--- src/rtl/fetch_queue_if.sv ---
// Fetch-queue bundle: instruction SRAM request/response, redirect,
// and the fetch-to-decode handshake.
// The master side is the fetch queue. The slave side is the SRAM/ID environment.
interface fetch_queue_if #(
    parameter int DATA_W = 32,
    parameter int PC_W   = 32,
    parameter int BUS_W  = DATA_W + PC_W,
    parameter int CNT_W  = 3
);
    logic              inst_sram_en;
    logic [3:0]        inst_sram_wen;
    logic [PC_W-1:0]   inst_sram_addr;
    logic [31:0]       inst_sram_wdata;
    logic [DATA_W-1:0] inst_sram_rdata;
    logic              redirect_valid;
    logic [PC_W-1:0]   redirect_pc;
    logic              ds_allowin;
    logic              fs_to_ds_valid;
    logic [BUS_W-1:0]  fs_to_ds_bus;
    logic [CNT_W-1:0]  fq_count;

    modport master (
        output inst_sram_en, inst_sram_wen, inst_sram_addr, inst_sram_wdata,
        output fs_to_ds_valid, fs_to_ds_bus, fq_count,
        input  inst_sram_rdata, redirect_valid, redirect_pc, ds_allowin
    );

    modport slave (
        input  inst_sram_en, inst_sram_wen, inst_sram_addr, inst_sram_wdata,
        input  fs_to_ds_valid, fs_to_ds_bus, fq_count,
        output inst_sram_rdata, redirect_valid, redirect_pc, ds_allowin
    );
endinterface

--- src/rtl/fetch_queue.sv ---
// Instruction-fetch front end with a DEPTH-entry decoupling queue.
// It owns the fetch PC and issues one SRAM read per cycle while credit allows.
// It buffers {inst, pc} entries and hands them to ID via valid/allowin.
// A redirect flushes the queue and any in-flight response, then restarts at the target.
//
// Optional feature macro: FQ_ADEL_EN.
// - When it is defined, a misaligned fetch does not access the SRAM.
// - Instead it queues one {adel=1, inst=0, pc} entry. The adel flag is the bus MSB.
// - Fetch then halts until the next redirect.
module fetch_queue #(
    parameter int              DATA_W   = 32,
    parameter int              PC_W     = 32,
    parameter int              DEPTH    = 4,
    parameter logic [PC_W-1:0] RESET_PC = PC_W'(32'hbfc00000)
) (
    input logic            clk,
    input logic            resetn,
    fetch_queue_if.master  fq
);
    localparam int AW    = $clog2(DEPTH);
    localparam int CNT_W = AW + 1;
`ifdef FQ_ADEL_EN
    localparam int BUS_W = DATA_W + PC_W + 1;
`else
    localparam int BUS_W = DATA_W + PC_W;
`endif

    logic [PC_W-1:0]  fetch_pc;
    logic [CNT_W-1:0] count;
    logic [AW-1:0]    head;
    logic [AW-1:0]    tail;
    logic             halted;
    logic [BUS_W-1:0] mem [DEPTH];

    // Request issued last cycle, whose response arrives this cycle
    logic             vld_p1;
    logic [PC_W-1:0]  pc_p1;
`ifdef FQ_ADEL_EN
    logic             adel_p1;
`endif

    logic             head_valid;
    logic             pop;
    logic             push;
    logic             credit;
    logic             fetch;
    logic             misaligned;
    logic [CNT_W:0]   occupancy;
    logic [PC_W-1:0]  fetch_addr;
    logic [BUS_W-1:0] entry;

    // Handshake, credit and fetch-address selection
    always_comb begin
        head_valid = (count != '0) && !fq.redirect_valid;
        pop        = head_valid && fq.ds_allowin;
        push       = vld_p1 && !fq.redirect_valid;
        // Slots already committed: queued entries plus the in-flight response,
        // minus the entry leaving this cycle.
        occupancy  = {1'b0, count} + (CNT_W+1)'(vld_p1) - (CNT_W+1)'(pop);
        credit     = occupancy < (CNT_W+1)'(DEPTH);
        fetch_addr = fq.redirect_valid ? fq.redirect_pc : fetch_pc;
        // A redirect always fetches, because the flush frees the whole queue.
        fetch      = fq.redirect_valid || (!halted && credit);
`ifdef FQ_ADEL_EN
        misaligned = (fetch_addr[1:0] != 2'b00);
        entry      = {adel_p1, adel_p1 ? DATA_W'(0) : fq.inst_sram_rdata, pc_p1};
`else
        misaligned = 1'b0;
        entry      = {fq.inst_sram_rdata, pc_p1};
`endif
    end

    assign fq.inst_sram_en    = resetn && fetch && !misaligned;
    assign fq.inst_sram_wen   = 4'b0000;
    assign fq.inst_sram_addr  = fetch_addr;
    assign fq.inst_sram_wdata = 32'h0;
    assign fq.fs_to_ds_valid  = head_valid;
    assign fq.fs_to_ds_bus    = mem[head];
    assign fq.fq_count        = count;

    // Control state: fetch PC, occupancy, pointers, in-flight flag, halt
    always_ff @(posedge clk or negedge resetn) begin
        if (!resetn) begin
            fetch_pc <= RESET_PC;
            count    <= '0;
            head     <= '0;
            tail     <= '0;
            vld_p1   <= 1'b0;
            halted   <= 1'b0;
        end else begin
            vld_p1 <= fetch;
            if (fetch)
                fetch_pc <= fetch_addr + PC_W'(4);
            if (fq.redirect_valid) begin
                count  <= '0;
                head   <= '0;
                tail   <= '0;
                halted <= misaligned;
            end else begin
                if (push)
                    tail <= tail + AW'(1);
                if (pop)
                    head <= head + AW'(1);
                count  <= count + CNT_W'(push) - CNT_W'(pop);
                halted <= halted || (fetch && misaligned);
            end
        end
    end

    // Datapath: request tag for the in-flight response and queue storage
    always_ff @(posedge clk) begin
        if (fetch) begin
            pc_p1   <= fetch_addr;
`ifdef FQ_ADEL_EN
            adel_p1 <= misaligned;
`endif
        end
        if (push)
            mem[tail] <= entry;
    end
endmodule

--- src/flat_wrapper.sv ---
// flat-port wrapper written by rule: the top's interface ports become plain ports
module fetch_queue_flat 
#(
    parameter int              DATA_W   = 32,
    parameter int              PC_W     = 32,
    parameter int              DEPTH    = 4,
    parameter logic [PC_W-1:0] RESET_PC = PC_W'(32'hbfc00000)
)
  (clk, resetn, fq_inst_sram_en, fq_inst_sram_wen, fq_inst_sram_addr, fq_inst_sram_wdata, fq_fs_to_ds_valid, fq_fs_to_ds_bus, fq_fq_count, fq_inst_sram_rdata, fq_redirect_valid, fq_redirect_pc, fq_ds_allowin);
  fetch_queue_if #(.DATA_W(DATA_W), .PC_W(PC_W), .BUS_W((DATA_W + PC_W)), .CNT_W((3))) fq_i ();
  input logic clk;
  input logic resetn;
  output wire logic [$bits(fq_i.inst_sram_en)-1:0] fq_inst_sram_en;
  output wire logic [$bits(fq_i.inst_sram_wen)-1:0] fq_inst_sram_wen;
  output wire logic [$bits(fq_i.inst_sram_addr)-1:0] fq_inst_sram_addr;
  output wire logic [$bits(fq_i.inst_sram_wdata)-1:0] fq_inst_sram_wdata;
  output wire logic [$bits(fq_i.fs_to_ds_valid)-1:0] fq_fs_to_ds_valid;
  output wire logic [$bits(fq_i.fs_to_ds_bus)-1:0] fq_fs_to_ds_bus;
  output wire logic [$bits(fq_i.fq_count)-1:0] fq_fq_count;
  input wire logic [$bits(fq_i.inst_sram_rdata)-1:0] fq_inst_sram_rdata;
  input wire logic [$bits(fq_i.redirect_valid)-1:0] fq_redirect_valid;
  input wire logic [$bits(fq_i.redirect_pc)-1:0] fq_redirect_pc;
  input wire logic [$bits(fq_i.ds_allowin)-1:0] fq_ds_allowin;
  assign fq_inst_sram_en = fq_i.inst_sram_en;
  assign fq_inst_sram_wen = fq_i.inst_sram_wen;
  assign fq_inst_sram_addr = fq_i.inst_sram_addr;
  assign fq_inst_sram_wdata = fq_i.inst_sram_wdata;
  assign fq_fs_to_ds_valid = fq_i.fs_to_ds_valid;
  assign fq_fs_to_ds_bus = fq_i.fs_to_ds_bus;
  assign fq_fq_count = fq_i.fq_count;
  assign fq_i.inst_sram_rdata = fq_inst_sram_rdata;
  assign fq_i.redirect_valid = fq_redirect_valid;
  assign fq_i.redirect_pc = fq_redirect_pc;
  assign fq_i.ds_allowin = fq_ds_allowin;
  fetch_queue #(.DATA_W(DATA_W), .PC_W(PC_W), .DEPTH(DEPTH), .RESET_PC(RESET_PC)) u_core (.clk(clk), .resetn(resetn), .fq(fq_i));
endmodule
--- config.mk ---
export PLATFORM = sky130hd
export DESIGN_NAME = fetch_queue_flat
export DESIGN_NICKNAME = d
export VERILOG_FILES = /design/src/rtl/fetch_queue_if.sv /design/src/rtl/fetch_queue.sv /design/src/flat_wrapper.sv
export SDC_FILE = /design/constraint.sdc
export NUM_CORES = 1
export LEC_CHECK = 0
export ABC_AREA = 0
export CAP_MARGIN = 5
export CORE_MARGIN = 4
export CORE_UTILIZATION = 30
export CTS_CLUSTER_SIZE = 28
export DETAILED_ROUTE_END_ITERATION = 16
export PLACE_DENSITY = 0.58
export SYNTH_ARGS = -nofsm -noshare
export SYNTH_HDL_FRONTEND = slang
export SYNTH_SLANG_ARGS = --single-unit
--- constraint.sdc ---
create_clock -name clk -period 16.35 [get_ports clk]
set_clock_uncertainty 0.2 [all_clocks]
set_input_delay 3.27 -clock clk [delete_from_list [all_inputs] [get_ports clk]]
set_output_delay 3.27 -clock clk [all_outputs]
set_load 0.02 [all_outputs]
# Word level (Yosys, flattened, before mapping)
# Memories as Yosys holds them, arrays and structs flattened.
# Cells that the tools add are included.
[totals]
ff_bits = 72
ramBits = 256
in_bits = 68
out_inout_bits = 137
elab_cells = 32
n_memories = 1
[memory_table]
columns = ["memory", "words", "word_bits", "read_ports", "rd_clocked_by_memory_dff", "write_ports", "line", "source"]
rows = [
  ["u_core.mem", 4, 64, 1, 0, 1, "fetch_queue.sv:33", "logic [BUS_W-1:0] mem [DEPTH];"],
]
[classes]
add_sub_neg = 7
n_lt_le_gt_ge = 1
n_mux = 8
n_reduce_logical = 9
[op_table]
columns = ["operator", "count"]
rows = [
  ["32-bit by 3-bit adder with 32-bit output (second input constant)", 1],
  ["32-bit 2-to-1 mux", 1],
  ["2-bit 2-to-1 mux", 4],
  ["2-bit by 1-bit adder with 2-bit output (second input constant)", 2],
  ["3-bit by 1-bit adder with 4-bit output", 1],
  ["1-bit logical AND", 4],
  ["4-bit by 3-bit < comparator with 1-bit output (second input constant)", 1],
  ["2-bit nonzero test", 2],
  ["4-bit by 1-bit subtractor with 4-bit output", 1],
  ["3-bit by 1-bit adder with 3-bit output", 1],
  ["3-bit 2-to-1 mux", 1],
  ["3-bit nonzero test", 1],
  ["3-bit by 1-bit subtractor with 3-bit output", 1],
  ["1-bit 2-to-1 mux", 2],
  ["1-bit zero test", 1],
  ["1-bit logical OR", 1],
]

# Logic depth before layout (Yosys ltp)
# Gate-level depths: netlist of the first run.
[depth]
ltp_word = 7
depth_mapped = 17
depth_no_buf = 12

# Least setup slack after synthesis of the first run
# OpenSTA, ideal clock, no wires.
[synth_path]
kind = "in2out"
from = "input fq_redirect_valid"
to = "output fq_inst_sram_en"
arrival_ns = 6.338
t_required_ns = 12.880
slack_ns = 6.542
path_stages = 16
n_path_buf = 7
cell_sequence = "buf_6 -> buf_6 -> buf_2 -> buf_2 -> buf_1 -> clkbuf_1 -> nor2_1 -> ha_1 -> inv_1 -> ha_1 -> and3b_1 -> o211a_1 -> nor3_1 -> inv_1 -> buf_2 -> and2_1"
[synth_between]
elab_chain_cells = 7
[synth_lines]
columns = ["element", "line", "source"]
rows = [
  ["start: declaration", "flat_wrapper.sv:21", "input wire logic [$bits(fq_i.redirect_valid)-1:0] fq_redirect_valid;"],
  ["1-bit zero test", "fetch_queue.sv:54", "head_valid = (count != '0) && !fq.redirect_valid;"],
  ["1-bit logical AND", "fetch_queue.sv:54", ""],
  ["1-bit logical AND", "fetch_queue.sv:55", "pop = head_valid && fq.ds_allowin;"],
  ["4-bit by 1-bit subtractor with 4-bit output", "fetch_queue.sv:59", "occupancy = {1'b0, count} + (CNT_W+1)'(vld_p1) - (CNT_W+1)'(pop);"],
  ["4-bit by 3-bit < comparator with 1-bit output", "fetch_queue.sv:60", "credit = occupancy < (CNT_W+1)'(DEPTH);"],
  ["1-bit logical OR (*)", "fetch_queue.sv:63", "fetch = fq.redirect_valid || (!halted && credit);"],
  ["1-bit logical AND (*)", "fetch_queue.sv:73", "assign fq.inst_sram_en = resetn && fetch && !misaligned;"],
  ["end: declaration", "flat_wrapper.sv:13", "output wire logic [$bits(fq_i.inst_sram_en)-1:0] fq_inst_sram_en;"],
]
# Every way passes the cells marked *; elsewhere a longest branch is shown, timed or not.

# Final worst setup path of the first run
[layout_path]
from = "input fq_ds_allowin"
to = "output fq_inst_sram_en"
[layout_between]
elab_chain_cells = 5
[layout_lines]
columns = ["element", "line", "source"]
rows = [
  ["start: declaration", "flat_wrapper.sv:23", "input wire logic [$bits(fq_i.ds_allowin)-1:0] fq_ds_allowin;"],
  ["1-bit logical AND", "fetch_queue.sv:55", ""],
  ["4-bit by 1-bit subtractor with 4-bit output", "fetch_queue.sv:59", ""],
  ["4-bit by 3-bit < comparator with 1-bit output", "fetch_queue.sv:60", ""],
  ["1-bit logical OR", "fetch_queue.sv:63", ""],
  ["1-bit logical AND", "fetch_queue.sv:73", ""],
]
# No other way between the ends.

==> impl_metrics.toml, run 1 <==
[outcome]
status = "finished clean"

[grt]
grt_pass1_wl_um = 48900
met1_usage_pct = 18.1
grt_max_degree = 64
antenna_found_initial = 0
grt_usage_pct = 13.5
top_usage_layer = "met2"
grt_pass1_vias = 7628
grt-ovfl-total = 0
grtUsageMet3_pct = 3.69
grtUsageMet2_pct = 21.4

[power]
p_sw_share_pct = 31.7
p_leak_nw = 5.75
vdd.ir_drop.worst_mv = 0.0720
p_comb_share_pct = 30.9
seqPwrFrac_pct = 41.4
power.density_nw_per_um2 = 185
power.switching_mw = 1.00
p_clk_share_pct = 27.7
internal_power_mw = 2.16

[floorplanning]
die_area_um2 = 48600
die_w_um = 221
rows = 77
start_util_pct = 30.5
pin_count = 205
die_y_um = 221
fp.coreArea_um2 = 44400

[timing]
fin_crit_ns = 10.60
setup_tns_ns = 0
setup_viol = 0
post-route-period-util_pct = 64.8
timing.fmax_mhz = 94.3
slew_viol_final = 0
hold_viol = 0
rsz0062_at_grt = "false"
worst_pin_slew_ns = 1.09
setup_ws_ns = 5.75
relSlewSlack_pct = 27.5

[flow_run]
maxCapViolCount = 0

[min_path]
hold-path-cell-count = 2
hold_class = "reg2reg"

[synthesis]
synth-adder-area-share_pct = 0.979
ys_types = 55
ys_seq_area_share_pct = 71.3
synth_top_family_by_area = "multiplexers"
synthMuxAreaShare_pct = 13.5
synth_compound_area_share_pct = 3.24
synth_edf_count = 288
synth-xor-area-share_pct = 1.68
synth-simple-area-share_pct = 5.53
synth_cells = 754
syn_area_per_cell_um2 = 18.0
ys_ff_latch = 328
yosys_most_used_dff = "edfxtp_1"
netlist_area_um2 = 13500
synth_warnings = 0
ys_async_sr_fraction_pct = 12.2

[worst_setup_path]
cp_num_cells = 14
cp.arrival_ns = 7.13
path_max_fanout = 63
worstSetupPathType = "in2out"
path_cells = "clkdlybuf4s50_1 > nand2b_1 > nor2_1 > ha_1 > inv_1 > ha_1 > and3b_1 > nor4_2 > nor3_2 > buf_4 > inv_2 > buf_4 > and2_1 > clkdlybuf4s50_1"
critPathMaxStageDelay_ns = 0.62
critPathBufInv = 6
critPathRequiredTime_ns = 12.88
critPathTopFamily = "buffers and inverters"
critPathCaptureType = "output port"
cp_slowest_cell = "buf_4"
startpoint_type = "primary input"
reg2reg_depth = 13

[cells_and_area]
fill_cells = 4068
fin_cells = 1564
drive_above_1_share_pct = 18.4
area_growth_pct = 26.1
nNetsFinal = 1020
n_antenna_cell = 0

[placement]
hpwl_um = 20700
place_ws_ns = 5.75
gp_congestion = 0.865
port_buffers = 168
place_inst = 1494

[route]
antenna_left = 0
first_pass_iters = 5
vias = 7407
wl_per_cell_um = 21.1
drt_iter0_drc = 512
routed_wl_um = 32900
drc = 0
via_per_inst = 4.74

[clock_tree]
clk_latency_ns = 0.54
cts_tree = "built"
clock-sinks = 328
cts_max_level = 2
cts_hold_repair.buffers = 0
cts_buffer_depth = 3
root_buffer = "clkbuf_16"
cts_resized = 0
cts_buffers = 38
post_cts_buffers = 0
clkTransAtPathRegs_ns = 0.05
==> kinds of logic after synthesis <==
kind of cell / count (synthesis)
simple gates: 133
mux: 100
flops: 328
fa+ha+maj: 10
compound gates: 66
other cells: 1
xor+xnor: 26
buf+inv: 90
==> flip-flops by register name, summed over array words and instances (netlist names) <==
register	count
u_core.fq.fq_count	3
u_core.mem	256
u_core.pc_p1	32
u_core.tail	2
u_core.head	2
u_core.vld_p1	1
u_core.fetch_pc	32
==> through the flow <==
stage                     instance area (µm²)  power, mW  hold WS (ns)  utilization [%]
final                                   17100       3.17         0.278             38.5
after global routing                    17100       3.34         0.287             38.5
after CTS                               17100       3.23         0.278             38.5
after detailed placement                15800       2.33         0.270             35.5
after global placement                  15800       2.32         0.270             35.5
after floorplan                         13700       1.88         0.248                -
==> path summary, 6_finish.rpt <==
path                                       start  slack, ns             endpoint
setup / recovery                   fq_ds_allowin       5.75      fq_inst_sram_en
hold / removal               u_core.fetch_pc[31]       0.28  u_core.fetch_pc[31]
setup reg to reg           u_core.fq.fq_count[1]      12.32   u_core.fetch_pc[8]
hold reg to reg              u_core.fetch_pc[31]       0.28  u_core.fetch_pc[31]
max in group asynchronous                 resetn      12.48       u_core.head[1]
min in group asynchronous                 resetn       2.72  u_core.fetch_pc[15]
==> worst register-to-register path, stage by stage (launching register included) <==
cell and delay (ns):
dfrtp_1 0.46, nor3_1 0.35, nand2b_1 0.20, nor2_1 0.05, ha_1 0.23, inv_1 0.06, ha_1 0.21, and3b_1 0.21
nor4_2 0.49, nor3_2 0.08, buf_4 0.23, inv_2 0.08, buf_4 0.62, mux2_2 0.46
==> cells in the mapped netlist (2+ instances only) <==
cell type	count	area (µm²)
edfxtp_1	288	8650
o211a_1	2	20.0
o211ai_1	5	37.5
mux4_2	64	1440
nor4_1	2	12.5
nor3_2	2	20.0
nor4b_1	2	17.5
nor2b_1	4	25.0
nand3b_1	8	60.1
buf_2	12	60.1
nor3_1	4	20.0
nor2_1	24	90.1
buf_1	6	22.5
and3b_1	2	17.5
dfrtp_1	31	776
xnor2_1	14	123
buf_6	2	22.5
and4_1	3	26.3
xor2_1	12	105
inv_1	24	90.1
and3_1	7	43.8
nand4_1	13	81.3
nand3_1	15	75.1
a21oi_1	19	95.1
mux2i_1	14	140
nand4b_1	5	43.8
mux2_2	22	248
and2_1	6	37.5
o31ai_1	8	60.1
nand2_1	27	101
a222oi_1	3	30.0
ha_1	9	113
buf_4	37	278
a22oi_1	4	30.0
dfstp_2	9	236
clkbuf_1	9	33.8
o2111ai_1	3	26.3
o21ai_0	12	60.1
nand2b_1	5	31.3
==> routing by layer <==
layer	up-vias	wire, µm
met1	3824	14500
met3	53	2060
met4	0	950
met2	229	15400
met5	-	0
li1	3301	-
==> cell usage in the layout (no fill, tap or decap), types with 6 or more instances in the layout <==
cell type / instances
a21oi_1: 19
nand2_1: 27
mux4_2: 64
clkinv_2: 6
and3_1: 7
clkinv_1: 9
inv_1: 23
ha_1: 9
o21ai_0: 12
mux2i_1: 14
xnor2_1: 14
nor2_1: 24
mux2_2: 22
nand3b_1: 8
conb_1: 36
dfstp_2: 9
edfxtp_1: 288
nand3_1: 15
dfrtp_1: 29
xor2_1: 12
buf_4: 11
o31ai_1: 8
clkbuf_16: 41
clkdlybuf4s50_1: 166
nand4_1: 13
==> power by group through the flow <==
stage / clock network (mW) / logic [mW] / registers [mW]
after global routing: 0.942 / 1.06 / 1.34
after floorplan: 0 / 0.599 / 1.28
after CTS: 0.908 / 1.01 / 1.32
after global placement: 0 / 0.993 / 1.32
final: 0.877 / 0.979 / 1.31
after detailed placement: 0 / 1.00 / 1.33
==> cell type report <==
class	instances	area [µm²]	area share, %
Multi-Input combinational cell	371	3530	20.6
Clock inverter	25	256	1.50
Clock buffer	45	1050	6.15
Inverter	24	90.1	0.527
Timing Repair Buffer	179	1750	10.3
Tap cell	592	741	4.33
Sequential cell	328	9670	56.6
(Power assumes the default switching activity.)
==> run 2: changes to the inputs <==
PLACE_DENSITY = 0.6   (was 0.58)
clock period = 9.1 ns   (was 16.35 ns; I/O delays follow)
==> run 2 against run 1 <==
Against the previous run: count of clock-buffer cells in the layout is 7 higher; largest cell class unchanged; combinational power grew 78%; first-iteration DRC count increased by 10%; total power increased by 79%; sequential power is 82% higher; non-clock buffer count unchanged; register-to-register slack got worse by 7.3 ns; critical path depth shrank 2; sequential cell count is the same; worst setup slack worse by 3.4 ns.
==> impl_metrics.toml, run 2 (synthesis results as in run 1) <==
[outcome]
status = "finished clean"

[floorplanning]
fp.coreArea_um2 = 44400
rows = 77
die_w_um = 221
pin_count = 205
die_area_um2 = 48600
die_y_um = 221
start_util_pct = 30.5

[cells_and_area]
area_growth_pct = 26.0
fill_cells = 4115
regMostFlops = "u_core.mem"
largest_reg_flops = 256
mostFrequentLayoutCell = "edfxtp_1"
top_regs = "u_core.mem (256), u_core.fetch_pc (32), u_core.pc_p1 (32)"
fin_area_um2 = 17100
drive_above_1_share_pct = 18.6
nNetsFinal = 1021
fin_cells = 1566
final_cell_mix = "edfxtp_1 (288), clkdlybuf4s50_1 (166), mux4_2 (64)"

[route]
routed_wl_um = 33200
wl_met2_um = 15600
drc = 0
met3_length_um = 1940
wl_per_cell_um = 21.2
first_pass_iters = 5
via_per_inst = 4.72
vias = 7397
met1_length_um = 14900
drt_iter0_drc = 564
top_layer = "met4"
antenna_left = 0

[timing]
fin_crit_ns = 6.74
rsz0062_at_grt = "false"
setup_viol = 0
worst_pin_slew_ns = 0.977
setup_tns_ns = 0
post-route-period-util_pct = 74.1
relSlewSlack_pct = 34.9
slew_viol_final = 0
timing.fmax_mhz = 148
hold_viol = 0
fin_hold_ws_ns = 0.267

[worst_setup_path]
reg2reg_depth = 12
cp.arrival_ns = 4.72
critPathMaxStageDelay_ns = 0.60
rr_startpoint = "u_core.fq.fq_count[1]"
path_max_fanout = 5
worstSetupPathType = "in2out"
path_cells = "clkdlybuf4s50_1 > nand2b_1 > nor2_1 > ha_1 > inv_1 > ha_1 > and3b_1 > nor4_2 > nor3_2 > inv_2 > and2_1 > clkdlybuf4s50_1"
rr_endpoint = "u_core.fetch_pc[21]"
cp_slowest_cell = "clkdlybuf4s50_1"
r2r_slack_ns = 4.99
critPathCaptureType = "output port"
critPathRequiredTime_ns = 7.08
startpoint_type = "primary input"

[grt]
grt-ovfl-total = 0
antenna_found_initial = 1
grt_max_degree = 63
grt_pass1_vias = 7760
grt_pass1_wl_um = 49400
grt_usage_pct = 13.7

[clock_tree]
cts_hold_repair.buffers = 0
clk_latency_ns = 0.54
clock-sinks = 328
cts_max_level = 2
root_buffer = "clkbuf_16"
cts_buffers = 39
cts_resized = 0
cts_buffer_depth = 3
post_cts_buffers = 0
clkTransAtPathRegs_ns = 0.05
cts_tree = "built"

[placement]
hpwl_um = 21100
gp_congestion = 0.821
placed_area_um2 = 15800
place_inst = 1494
port_buffers = 168

[power]
power.density_nw_per_um2 = 332
p_leak_nw = 5.74
vdd.ir_drop.worst_mv = 0.274

[flow_run]
maxCapViolCount = 0

[min_path]
hold_class = "reg2reg"
hold_end = "u_core.fetch_pc[31]"
hold-path-cell-count = 2
hold_start = "u_core.fetch_pc[31]"
-- run 2: cell types whose count changed in the layout (fill, tap and decap cells not counted), sizes merged --
cell      previous run  this run
bufinv               5         3
clkbuf              45        52
clkinv              17        11
clkinvlp             1         3
diode                0         1
-- run 2: per-stage QoR --
| step | setup slack [ns] | utilization (%) | power [mW] |
|---|---|---|---|
| 3_3_place_gp | 2.39 | 35.5 | 4.17 |
| 5_1_grt | 2.14 | 38.4 | 5.98 |
| 6_report | 2.36 | 38.4 | 5.67 |
| 2_1_floorplan | 2.19 | - | 3.38 |
| 3_5_place_dp | 2.37 | 35.5 | 4.20 |
| 4_1_cts | 2.34 | 38.4 | 5.78 |
-- run 2: cell type report --
type / count / area [µm²] / share of cell area (%)
tap: 592 / 741 / 4.34
multi-input combinational: 371 / 3530 / 20.7
timing repair buffer: 179 / 1750 / 10.3
sequential: 328 / 9670 / 56.6
clock inverter: 19 / 180 / 1.06
clock buffer: 52 / 1110 / 6.49
antenna: 1 / 2.50 / 0.0147
inverter: 24 / 90.1 / 0.528
-- run 2: critical path, delay by kind of cell --
family / cells / cell delay, ns
buffers and inverters: 4 / 1.26
and+or+nand+nor: 6 / 1.17
adders and majority gates: 2 / 0.46
-- run 2: worst max-delay path by stage --
stage                                 start              end  slack, ns  depth (start not counted)
after floorplan           fq_redirect_valid  fq_inst_sram_en       2.19                         16
after global placement        fq_ds_allowin  fq_inst_sram_en       2.39                         12
after detailed placement      fq_ds_allowin  fq_inst_sram_en       2.37                         12
after CTS                     fq_ds_allowin  fq_inst_sram_en       2.34                         12
after global routing          fq_ds_allowin  fq_inst_sram_en       2.14                         12
final                         fq_ds_allowin  fq_inst_sram_en       2.36                         12
-- run 2: power breakdown --
group | switching (mW) | internal (mW)
Clock | 0.603 | 0.942
Combinational | 0.964 | 0.773
Sequential | 0.247 | 2.14
-- run 2: routing by layer --
layer,GRT usage [%],vias to the layer above
met3,3.06,49
met1,18.8,3830
met4,4.54,0
met2,21.7,209
met5,0,-
li1,-,3309
==> run 3: changes to the inputs <==
PLACE_DENSITY = 0.58   (was 0.6)
clock period = 6.5 ns   (was 9.1 ns; I/O delays follow)
==> run 3 against run 2 <==
Against the previous run: worst setup slack worse by 1.6 ns; count of clock-buffer cells in the layout is 5 lower; final cell count hardly changed; total power is 40% higher; hold slack better by 0.016 ns; via count is 1.0% lower; sequential cell count stayed put; largest cell class unchanged; largest power group unchanged; highest routed layer unchanged.
==> impl_metrics.toml, run 3 (synthesis results as in run 1) <==
[outcome]
status = "finished clean"

[cells_and_area]
final_cell_mix = "edfxtp_1 (288), clkdlybuf4s50_1 (166), mux4_2 (64)"
largest_reg_flops = 256
regMostFlops = "u_core.mem"
drive_above_1_share_pct = 18.4
nNetsFinal = 1021
area_growth_pct = 26.2
top_regs = "u_core.mem (256), u_core.fetch_pc (32), u_core.pc_p1 (32)"
fin_cells = 1565
mostFrequentLayoutCell = "edfxtp_1"
utilization_pct = 38.5

[power]
power.density_nw_per_um2 = 465
p_leak_nw = 5.74
vdd.ir_drop.worst_mv = 0.401
power.switching_mw = 2.52
p_comb_share_pct = 30.4
internal_power_mw = 5.44
seqPwrFrac_pct = 42.1
p_sw_share_pct = 31.7
p_clk_share_pct = 27.5

[grt]
grt_usage_pct = 13.4
grt_max_degree = 63
grt-ovfl-total = 0
antenna_found_initial = 1
grt_pass1_wl_um = 48400
grt_pass1_vias = 7549

[worst_setup_path]
rr_startpoint = "u_core.fq.fq_count[1]"
path_max_fanout = 5
critPathBufInv = 4
reg2reg_depth = 12
r2r_slack_ns = 2.56
startpoint = "fq_ds_allowin"
critPathRequiredTime_ns = 5.00
critPathCaptureType = "output port"
cp_slowest_cell = "clkdlybuf4s50_1"
startpoint_type = "primary input"
cp_num_cells = 12
critPathMaxStageDelay_ns = 0.61
path_cells = "clkdlybuf4s50_1 > nand2b_1 > nor2_1 > ha_1 > inv_1 > ha_1 > and3b_1 > nor4_2 > nor3_2 > inv_2 > and2_1 > clkdlybuf4s50_1"
critPathTopFamily = "buffers and inverters"
cp.arrival_ns = 4.24
rr_endpoint = "u_core.fetch_pc[21]"
worstSetupPathType = "in2out"

[placement]
hpwl_um = 20800
place_ws_ns = 0.800
place_inst = 1495
port_buffers = 168
gp_congestion = 0.837

[clock_tree]
cts_resized = 0
cts_buffers = 38
post_cts_buffers = 0
cts_tree = "built"
root_buffer = "clkbuf_16"
clock-sinks = 328
clkTransAtPathRegs_ns = 0.06
cts_max_level = 2
cts_hold_repair.buffers = 0
clk_latency_ns = 0.53
cts_buffer_depth = 3

[min_path]
hold_class = "reg2reg"
hold_start = "u_core.fetch_pc[31]"
hold-path-cell-count = 2
hold_end = "u_core.fetch_pc[31]"

[route]
routed_wl_um = 33100
drt_iter0_drc = 520
via_per_inst = 4.68
drc = 0
first_pass_iters = 5
wl_per_cell_um = 21.2
antenna_left = 0
vias = 7320

[floorplanning]
die_area_um2 = 48600
rows = 77
die_w_um = 221
start_util_pct = 30.5
pin_count = 205
die_y_um = 221
fp.coreArea_um2 = 44400

[timing]
post-route-period-util_pct = 88.3
fin_crit_ns = 5.74
worst_pin_slew_ns = 0.975
relSlewSlack_pct = 35.0
setup_ws_ns = 0.758
timing.fmax_mhz = 174
setup_tns_ns = 0
setup_viol = 0
slew_viol_final = 0
rsz0062_at_grt = "false"
hold_viol = 0
fin_hold_ws_ns = 0.283

[flow_run]
maxCapViolCount = 0
==> run 3: worst max-delay path by stage <==
stage                       to  slack, ns
2_1_floorplan  fq_inst_sram_en       0.63
3_3_place_gp   fq_inst_sram_en       0.83
3_5_place_dp   fq_inst_sram_en       0.80
5_1_grt        fq_inst_sram_en       0.60
6_report       fq_inst_sram_en       0.76
4_1_cts        fq_inst_sram_en       0.76
==> run 3: power by group through the flow <==
stage                     Clock, mW  Sequential, mW  Combinational (mW)
after floorplan                   0            3.22                1.51
after global placement            0            3.38                2.46
after detailed placement          0            3.41                2.48
after CTS                      2.27            3.37                2.49
after global routing           2.36            3.43                2.61
final                          2.19            3.35                2.42
==> run 3: area by class of cell <==
type | count | area (µm²)
Antenna cell | 1 | 2.50
Inverter | 24 | 90.1
Tap cell | 592 | 741
Timing Repair Buffer | 180 | 1770
Sequential cell | 328 | 9670
Fill cell | 4111 | 27300
Multi-Input combinational cell | 371 | 3530
Clock buffer | 47 | 1050
Clock inverter | 22 | 249
==> run 3: worst min-delay path: cells and delay by family (launching register included) <==
kind | cells | cell delay (ns)
DFF | 1 | 0.37
and+or+nand+nor | 1 | 0.05
AOI/OAI and AO/OA | 1 | 0.06
==> run 3: routing by layer <==
metal / share of wire, % / track usage, %
met5: 0 / 0
met4: 2.3 / 4.37
met3: 6.1 / 3.31
met2: 47 / 21.4
met1: 45 / 18.1
==> run 3: stage by stage <==
step / cell area (µm²) / power, mW
5_1_grt: 17100 / 8.39
4_1_cts: 17100 / 8.12
6_report: 17100 / 7.96
3_3_place_gp: 15800 / 5.84
2_1_floorplan: 13700 / 4.73
3_5_place_dp: 15800 / 5.88
